<file path="config.mk">
export PLATFORM = sky130hd
export DESIGN_NAME = pipeline_controller
export DESIGN_NICKNAME = d
export VERILOG_FILES = /design/src/rtl/pipeline_controller.sv
export SDC_FILE = /design/constraint.sdc
export NUM_CORES = 1
export LEC_CHECK = 0
export ABC_AREA = 1
export CAP_MARGIN = 25
export CORE_MARGIN = 3
export CORE_UTILIZATION = 31
export DETAILED_ROUTE_END_ITERATION = 8
export PLACE_DENSITY = 0.95
export SYNTH_ARGS = -nofsm -noshare
export SYNTH_HDL_FRONTEND = slang
export SYNTH_SLANG_ARGS = --single-unit
</file>
<file path="constraint.sdc">
create_clock -name clk -period 3.03 [get_ports clk]
set_clock_uncertainty 0.15 [all_clocks]
set_input_delay 0.4545 -clock clk [delete_from_list [all_inputs] [get_ports clk]]
set_output_delay 0.4545 -clock clk [all_outputs]
set_load 0.01 [all_outputs]
</file>
<file path="src/rtl/pipeline_controller.sv">
// Decode/execute control for the three-stage pipeline: datapath selects, ALU op,
// EX->ID forwarding, data-memory stall FSM and the post-branch flush pulse.
module pipeline_controller #(
  parameter int               XLEN      = 32,
  parameter logic [XLEN-1:0]  NOP_INSTR = 32'h0000_0013
) (
  input  logic            clk,
  input  logic            rst,
  input  logic [XLEN-1:0] instruction,
  input  logic [XLEN-1:0] instruction_ppl,
  input  logic            br_taken,
  input  logic            dmem_ack,
  output logic            reg_wr,
  output logic [1:0]      wb_sel,
  output logic            A_sel,
  output logic            B_sel,
  output logic            forw_a,
  output logic            forw_b,
  output logic [3:0]      ALUctrl,
  output logic            stall,
  output logic            flush,
  output logic            dmem_req,
  output logic            dmem_we
);

  localparam logic [6:0] OP_R = 7'b0110011, OP_I = 7'b0010011, OP_LD = 7'b0000011,
                         OP_ST = 7'b0100011, OP_BR = 7'b1100011, OP_JAL = 7'b1101111,
                         OP_JALR = 7'b1100111, OP_LUI = 7'b0110111, OP_AUIPC = 7'b0010111;

  localparam logic [3:0] ALU_ADD = 4'd0, ALU_SUB = 4'd1, ALU_SLL = 4'd2, ALU_SLT = 4'd3,
                         ALU_SLTU = 4'd4, ALU_XOR = 4'd5, ALU_SRL = 4'd6, ALU_SRA = 4'd7,
                         ALU_OR = 4'd8, ALU_AND = 4'd9, ALU_PASSB = 4'd10;

  typedef enum logic [1:0] {RUN = 2'd0, MEM_WAIT = 2'd1, REPLAY = 2'd2} state_t;

  state_t      state_q, state_d;
  logic        taken_q, kill_q;
  logic [6:0]  op_d, op_e;
  logic [4:0]  rs1_d, rs2_d, rd_e;
  logic        d_r, d_i, d_ld, d_st, d_br, d_jal, d_jalr, d_lui, d_auipc;
  logic        e_r, e_i, e_ld, e_st, e_jal, e_jalr, e_lui, e_auipc;
  logic        uses_rs1, uses_rs2, wr_ex, mem_ex, load_use, hit_a, hit_b;
  logic        stall_c, reg_wr_c, req_c, we_c, fwd_en, take;
  logic [3:0]  alu_d;
  logic [1:0]  wb_e;
  logic        unused;

  assign op_d  = instruction[6:0];
  assign rs1_d = instruction[19:15];
  assign rs2_d = instruction[24:20];
  assign op_e  = instruction_ppl[6:0];
  assign rd_e  = instruction_ppl[11:7];
  assign unused = &{1'b0, instruction[XLEN-1], instruction[29:25], instruction[11:7]};

  assign d_r  = op_d == OP_R;   assign d_i    = op_d == OP_I;    assign d_ld    = op_d == OP_LD;
  assign d_st = op_d == OP_ST;  assign d_br   = op_d == OP_BR;   assign d_jal   = op_d == OP_JAL;
  assign d_jalr = op_d == OP_JALR; assign d_lui = op_d == OP_LUI; assign d_auipc = op_d == OP_AUIPC;

  assign e_r  = op_e == OP_R;   assign e_i    = op_e == OP_I;    assign e_ld    = op_e == OP_LD;
  assign e_st = op_e == OP_ST;  assign e_jal  = op_e == OP_JAL;  assign e_jalr  = op_e == OP_JALR;
  assign e_lui = op_e == OP_LUI; assign e_auipc = op_e == OP_AUIPC;

  always_comb begin
    alu_d = ALU_ADD;
    if (d_r || d_i) begin
      case (instruction[14:12])
        3'd0:    alu_d = (d_r && instruction[30]) ? ALU_SUB : ALU_ADD;
        3'd1:    alu_d = ALU_SLL;
        3'd2:    alu_d = ALU_SLT;
        3'd3:    alu_d = ALU_SLTU;
        3'd4:    alu_d = ALU_XOR;
        3'd5:    alu_d = instruction[30] ? ALU_SRA : ALU_SRL;
        3'd6:    alu_d = ALU_OR;
        default: alu_d = ALU_AND;
      endcase
    end else if (d_lui) begin
      alu_d = ALU_PASSB;
    end
  end

  // An instruction squashed by the previous flush may still sit in exec; treat it as a bubble.
  assign wr_ex  = (e_r | e_i | e_ld | e_jal | e_jalr | e_lui | e_auipc) && (rd_e != 5'd0) &&
                  (instruction_ppl != NOP_INSTR) && !kill_q;
  assign mem_ex = (e_ld | e_st) && !kill_q;
  assign wb_e   = e_ld ? 2'd1 : ((e_jal | e_jalr) ? 2'd2 : 2'd0);

  assign uses_rs1 = !(d_lui | d_auipc | d_jal);
  assign uses_rs2 = d_r | d_st | d_br;
  assign hit_a    = wr_ex && uses_rs1 && (rd_e == rs1_d);
  assign hit_b    = wr_ex && uses_rs2 && (rd_e == rs2_d);
  assign load_use = e_ld && (hit_a || hit_b);

  always_ff @(posedge clk or negedge rst) begin
    if (!rst) state_q <= RUN;
    else      state_q <= state_d;
  end

  always_comb begin
    state_d = state_q;
    case (state_q)
      RUN:      if (mem_ex) state_d = !dmem_ack ? MEM_WAIT : (load_use ? REPLAY : RUN);
      MEM_WAIT: if (dmem_ack) state_d = load_use ? REPLAY : RUN;
      default:  state_d = RUN;
    endcase
  end

  always_comb begin
    stall_c  = 1'b0;
    reg_wr_c = 1'b0;
    req_c    = 1'b0;
    we_c     = 1'b0;
    fwd_en   = 1'b1;
    case (state_q)
      RUN: begin
        if (mem_ex) begin
          req_c    = 1'b1;
          we_c     = e_st;
          reg_wr_c = dmem_ack & wr_ex;
          stall_c  = dmem_ack ? load_use : 1'b1;
        end else begin
          reg_wr_c = wr_ex;
        end
      end
      MEM_WAIT: begin
        req_c    = 1'b1;
        we_c     = e_st;
        reg_wr_c = dmem_ack & wr_ex;
        stall_c  = dmem_ack ? load_use : 1'b1;
      end
      default: fwd_en = 1'b0;  // REPLAY: decode re-reads the regfile the load just wrote
    endcase
  end

  // Stall wins: a branch held in decode re-evaluates once the stall releases.
  assign take = !stall_c && !taken_q && (d_jal || d_jalr || (d_br && br_taken));

  always_ff @(posedge clk or negedge rst) begin
    if (!rst) begin
      taken_q <= 1'b0;
      kill_q  <= 1'b0;
    end else begin
      taken_q <= take;
      kill_q  <= taken_q && !stall_c;
    end
  end

  assign reg_wr   = rst & reg_wr_c;
  assign wb_sel   = rst ? wb_e : 2'd0;
  assign A_sel    = rst & !(d_auipc | d_jal | d_br);
  assign B_sel    = rst & !d_r;
  assign forw_a   = rst & fwd_en & hit_a & !e_ld;
  assign forw_b   = rst & fwd_en & hit_b & !e_ld;
  assign ALUctrl  = rst ? alu_d : 4'd0;
  assign stall    = rst & stall_c;
  assign flush    = rst & taken_q;
  assign dmem_req = rst & req_c;
  assign dmem_we  = rst & we_c;

endmodule

</file>
# After elaboration in Yosys (flattened, before gate mapping)
# Index checks and enable logic that the tools add are counted.
[classes] n_eq_ne=28 muxes=24 bitwise=27 reduce_logical=30
[op_table] cell="$eq A7 B6 Y1 const B" count=6
[op_table] cell="$eq A7 B7 Y1 const B" count=5
[op_table] cell="$ne A32 B5 Y1 const B" count=1
[op_table] cell="$eq A7 B5 Y1 const B" count=4
[op_table] cell="$pmux W4 S7" count=1
[op_table] cell="$logic_and A1 B1 Y1" count=14
[op_table] cell="$mux W2" count=7
[op_table] cell="$or A1 B1 Y1" count=14
[op_table] cell="$and A1 B1 Y1" count=13
[op_table] cell="$mux W4" count=3
[op_table] cell="$eq A5 B5 Y1" count=2
[op_table] cell="$eq A3 B3 Y1 const B" count=3
[op_table] cell="$mux W1" count=8
[op_table] cell="$pmux W1 S2" count=4
[op_table] cell="$eq A7 B2 Y1 const B" count=1
[op_table] cell="$logic_not A1 Y1" count=7
[op_table] cell="$eq A3 B2 Y1 const B" count=2
[op_table] cell="$reduce_bool A5 Y1" count=1
[op_table] cell="$logic_or A1 B1 Y1" count=4
[op_table] cell="$ne A2 B2 Y1 const B" count=2
[op_table] cell="$pmux W2 S2" count=1
[op_table] cell="$eq A3 B1 Y1 const B" count=1
[op_table] cell="$logic_not A3 Y1" count=1
[op_table] cell="$eq A2 B1 Y1 const B" count=1
[op_table] cell="other kinds (3)" count=3
[word_totals] regBits=4 input_bits=68 output_inout_bits=15

# Depth between registers and ports, before layout
[logic_depth] depth_word=20 ltp_mapped=12

# Least setup slack after synthesis
# Ideal clock, no wire load.
[synth_timing] path_type="in2out" startpoint="input port instruction_ppl[3]" endpoint="output port stall" t_arrival_ns=1.300 required_time_ns=2.425 path_slack_ns=1.125 stages=11 cell_sequence="inv_1 nand2_1 nor2_1 nand2_1 nand3_2 nand2_1 inv_1 nand2_1 nand2_2 nand2_4 a21oi_2"
[synth_between] elab_chain_len=18 elab_cells_between_ends=30 classes_between="9 x eq/ne; 3 x mux; 8 x bitwise; 10 x reduce/logical"
[synth_rtl] element="start: declaration" line_no="10" source="input logic [XLEN-1:0] instruction_ppl,"
[synth_rtl] element="$eq A7 B6 Y1 / $eq A7 B5 Y1 (equally long branches)" line_no="59" source="assign e_r = op_e == OP_R; assign e_i = op_e == OP_I; assign e_ld = op_e == OP_LD;"
[synth_rtl] element="$or A1 B1 Y1 (6 in a row)" line_no="82" source="assign wr_ex = (e_r | e_i | e_ld | e_jal | e_jalr | e_lui | e_auipc) && (rd_e != 5'd0) &&"
[synth_rtl] element="$logic_and A1 B1 Y1 (2 in a row)" line_no="82"
[synth_rtl] element="$logic_and A1 B1 Y1" line_no="83" source="(instruction_ppl != NOP_INSTR) && !kill_q;"
[synth_rtl] element="$logic_and A1 B1 Y1, on equally long branches (2 in a row)" line_no="89, 90"
[synth_rtl] element="$logic_or A1 B1 Y1" line_no="91" source="assign load_use = e_ld && (hit_a || hit_b);"
[synth_rtl] element="$logic_and A1 B1 Y1" line_no="91"
[synth_rtl] element="$mux W1" line_no="119, 128"
[synth_rtl] element="$mux W1" line_no="115" source="if (mem_ex) begin"
[synth_rtl] element="$pmux W1 S2 *" line_no="113" source="case (state_q)"
[synth_rtl] element="$and A1 B1 Y1 *" line_no="154" source="assign stall = rst & stall_c;"
[synth_rtl] element="end: declaration" line_no="20" source="output logic stall,"
# Every way passes the cells marked *; elsewhere a longest branch is shown, timed or not.

# Worst setup path after layout
[layout_timing] startpoint="input port instruction[2]" endpoint="output port ALUctrl[3]"
[layout_between] elab_chain_len=4 elab_cells_between_ends=7 classes_between="3 x eq/ne; 3 x mux; 1 x reduce/logical"
[layout_rtl] element="start: declaration" line_no="9" source="input logic [XLEN-1:0] instruction,"
[layout_rtl] element="$eq A7 B6 Y1 (tied with other cells)" line_no="57" source="assign d_jalr = op_d == OP_JALR; assign d_lui = op_d == OP_LUI; assign d_auipc = op_d == OP_AUIPC;"
[layout_rtl] element="$mux W4 / $logic_or A1 B1 Y1 (equally long branches)" line_no="76, 65"
[layout_rtl] element="$mux W4 *" line_no="65" source="if (d_r || d_i) begin"
[layout_rtl] element="$mux W4 *" line_no="153" source="assign ALUctrl = rst ? alu_d : 4'd0;"
[layout_rtl] element="end: declaration" line_no="19" source="output logic [3:0] ALUctrl,"
# Marks and branches as above.

==> results.yml <==
drt:
  drc: 0
  post_drt_wl_per_cell_um: 10.4
  vias_per_cell: 4.62
  drt_iter0_drc: 22
  drt_pass1_iterations: 4
  finalWirelength_um: 2450
  vias: 1090
  antenna_left: 0
layout:
  drive_gt1_frac: 0.120
  areaGrowthSynthToFinish_pct: 74.9
  final_nets: 278
  num_antenna_cells: 0
  fillCellCount: 220
clock_tree:
  clock_path_buffers: 2
  htreeDepth: 1
  cts_tree: "built"
  path_clk_slew_ns: 0.04
  cts_sinks: 4
  cts_buffers: 3
  insertion_delay_ns: 0.24
  root_buffer: "clkbuf_4"
global_route:
  track_usage: 0.155
  grt_overflow_total: 0
  first_global_vias: 1058
  grt_max_degree: 10
  antenna_found_initial: 0
  grt_pass1_wl_um: 4210
worst_setup_path:
  cpMaxStageDelayCell: "clkdlybuf4s50_1"
  cp.required_ns: 2.43
  path_cells: "clkdlybuf4s50_1 > nor3_4 > buf_4 > nand3_1 > nand2_1 > nand2_1 > nor2_1 > clkdlybuf4s50_1"
  worst-path-max-fanout: 5
  start_kind: "input pin"
  slowest_delay_ns: 0.54
  criticalPathCategory: "input pin to output port"
  arrival_ns: 2.28
  worst_setup_path_end_kind: "output port"
timing:
  fin_ws_ns: 0.146
  fin_crit_ns: 2.88
  grt_setup_unrepaired: "false"
  hold_viol_final: 0
  max_freq_ghz: 0.347
  tns_ns: 0
  slew_headroom: 0.804
  finalSetupViolations: 0
  period_share: 0.952
  tightestPinTransition_ns: 0.291
  maxSlewViolCount: 0
status:
  outcome: "completed"
placed_design:
  dp_slack_ns: 0.0513
  routabilityCongestion: 0.780
  io_buffers: 51
  dpl.hpwl_um: 2110
synthesis:
  synth_compound_gate_area_share: 0.138
  synth.top_cell.area_share: 0.188
  synth_area_leaders: "nand2_1 (19%), inv_1 (15%), dfrtp_1 (13%), nor2_1 (11%), nand3_1 (6.9%)"
  yosysTopAreaCell: "nand2_1"
  synthAdderAreaFrac: 0
  synth-simple-area-share: 0.539
  yosys_warnings: 0
  synth_cells: 151
  ys_ff_latch: 4
  synth_cell_type_count: 26
  syn_area_um2: 798
  synth_nets: 219
  synth_area_per_cell_um2: 5.29
  muxShareOfSynthArea: 0
  yosysSeqAreaShare: 0.125
  synth_top_family_by_area: "simple AND/OR/NAND/NOR gates"
  synth_xor_area_frac: 0.0329
min_path:
  hold_class: "input pin to async pin"
floorplanning:
  top_level_ports: 83
  dieArea_um2: 3220
  rows: 17
  die_x_um: 56.7
  start_util: 0.344
  coreArea_um2: 2320
  dieHeight_um: 56.7
job:
  max_cap_violations: 0
pwr:
  vdd_drop_max_uv: 164
  p_leak_uw: 0.000731
  p_per_area_nw_per_um2: 172
Yosys cell counts:
cell type  number
dfrtp_1         4
inv_2           4
a21oi_2         1
nand3_1        11
nor3_1          4
nor3_4          1
o21ai_1         2
o21ai_0         2
nand4_2         1
nor2_1         24
nand2_1        40
inv_1          31
xor2_1          1
a211oi_1        3
nor4_1          1
nand2_4         1
nand2_2         2
a32o_2          1
xnor2_1         2
a21oi_1         6
nand4_1         2
nor2_2          2
nor2_4          1
a31o_2          1
nand3_2         2
a31o_1          1
critical path: cells and delay by family:
kind | cells | cell delay, ns
buf+inv | 3 | 1.21
simple gates | 5 | 0.61
layer usage:
layer,global-route usage,up-vias,wire [µm]
li1,-,591,-
met1,0.184,468,1030
met2,0.282,29,1270
met3,0.0138,2,116
met4,0.0629,0,27
met5,0,-,0
power by group:
part	total [µW]	internal (µW)	switching, µW
Clock	68.6	44.5	24.1
Combinational	117	64.9	51.8
Sequential	54.3	54.2	0.157
Total	240	164	76.1
kinds of logic (layout without fill, tap and decap cells):
group,count (synthesis),after routing
compound gates,17,17
simple gates,92,92
xor+xnor,3,3
flops,4,4
buf+inv,35,92
final timing paths:
| check | startpoint | end | slack [ns] | depth (start not counted) |
|---|---|---|---|---|
| setup / recovery | instruction[2] | ALUctrl[3] | 0.15 | 8 |
| max in group asynchronous | rst | taken_q | 2.22 | 2 |
| setup reg to reg | kill_q | taken_q | 1.75 | 10 |
| hold / removal | rst | state_q[0] | 0.38 | 2 |
| hold reg to reg | taken_q | taken_q | 0.38 | 3 |
| min in group clk | taken_q | taken_q | 0.38 | 3 |
timing repair:
| item | CTS | global route |
|---|---|---|
| resized for setup | 0 | 3 |
| hold buffers | 0 | 0 |
| setup buffers | 0 | 0 |
| endpoints found under the setup margin | 0 | 1 |
stage by stage:
step           cells  power (µW)  hold WS (ns)   util  area [µm²]
6_report         236         240         0.378  0.602        1400
3_5_place_dp     233         171         0.374  0.589        1370
4_1_cts          236         244         0.369  0.599        1390
2_1_floorplan    151        98.5       0.00891      -         798
5_1_grt          236         256         0.411  0.602        1400
3_3_place_gp     233         169         0.352  0.589        1370
state kept, by name (all words and copies together) (netlist names):
name / flops
state_q: 2
taken_q: 1
kill_q: 1
cell usage in the layout, fill, tap and decap left out, drive strengths merged, types with 4 or more instances in the layout:
cell type,Yosys,layout
clkdlybuf4s50,0,50
nand2,43,43
inv,35,35
nor2,27,27
nand3,13,13
a21oi,7,7
nor3,5,5
dfrtp,4,4
o21ai,4,4
final cells by class:
class,count,area [µm²],area share
tap,28,35.0,0.0251
multi-input combinational,112,572,0.409
clock buffer,3,22.5,0.0161
sequential,4,100,0.0717
inverter,35,131,0.0941
timing repair buffer,54,536,0.384
Power figures use the tool's default switching activity.
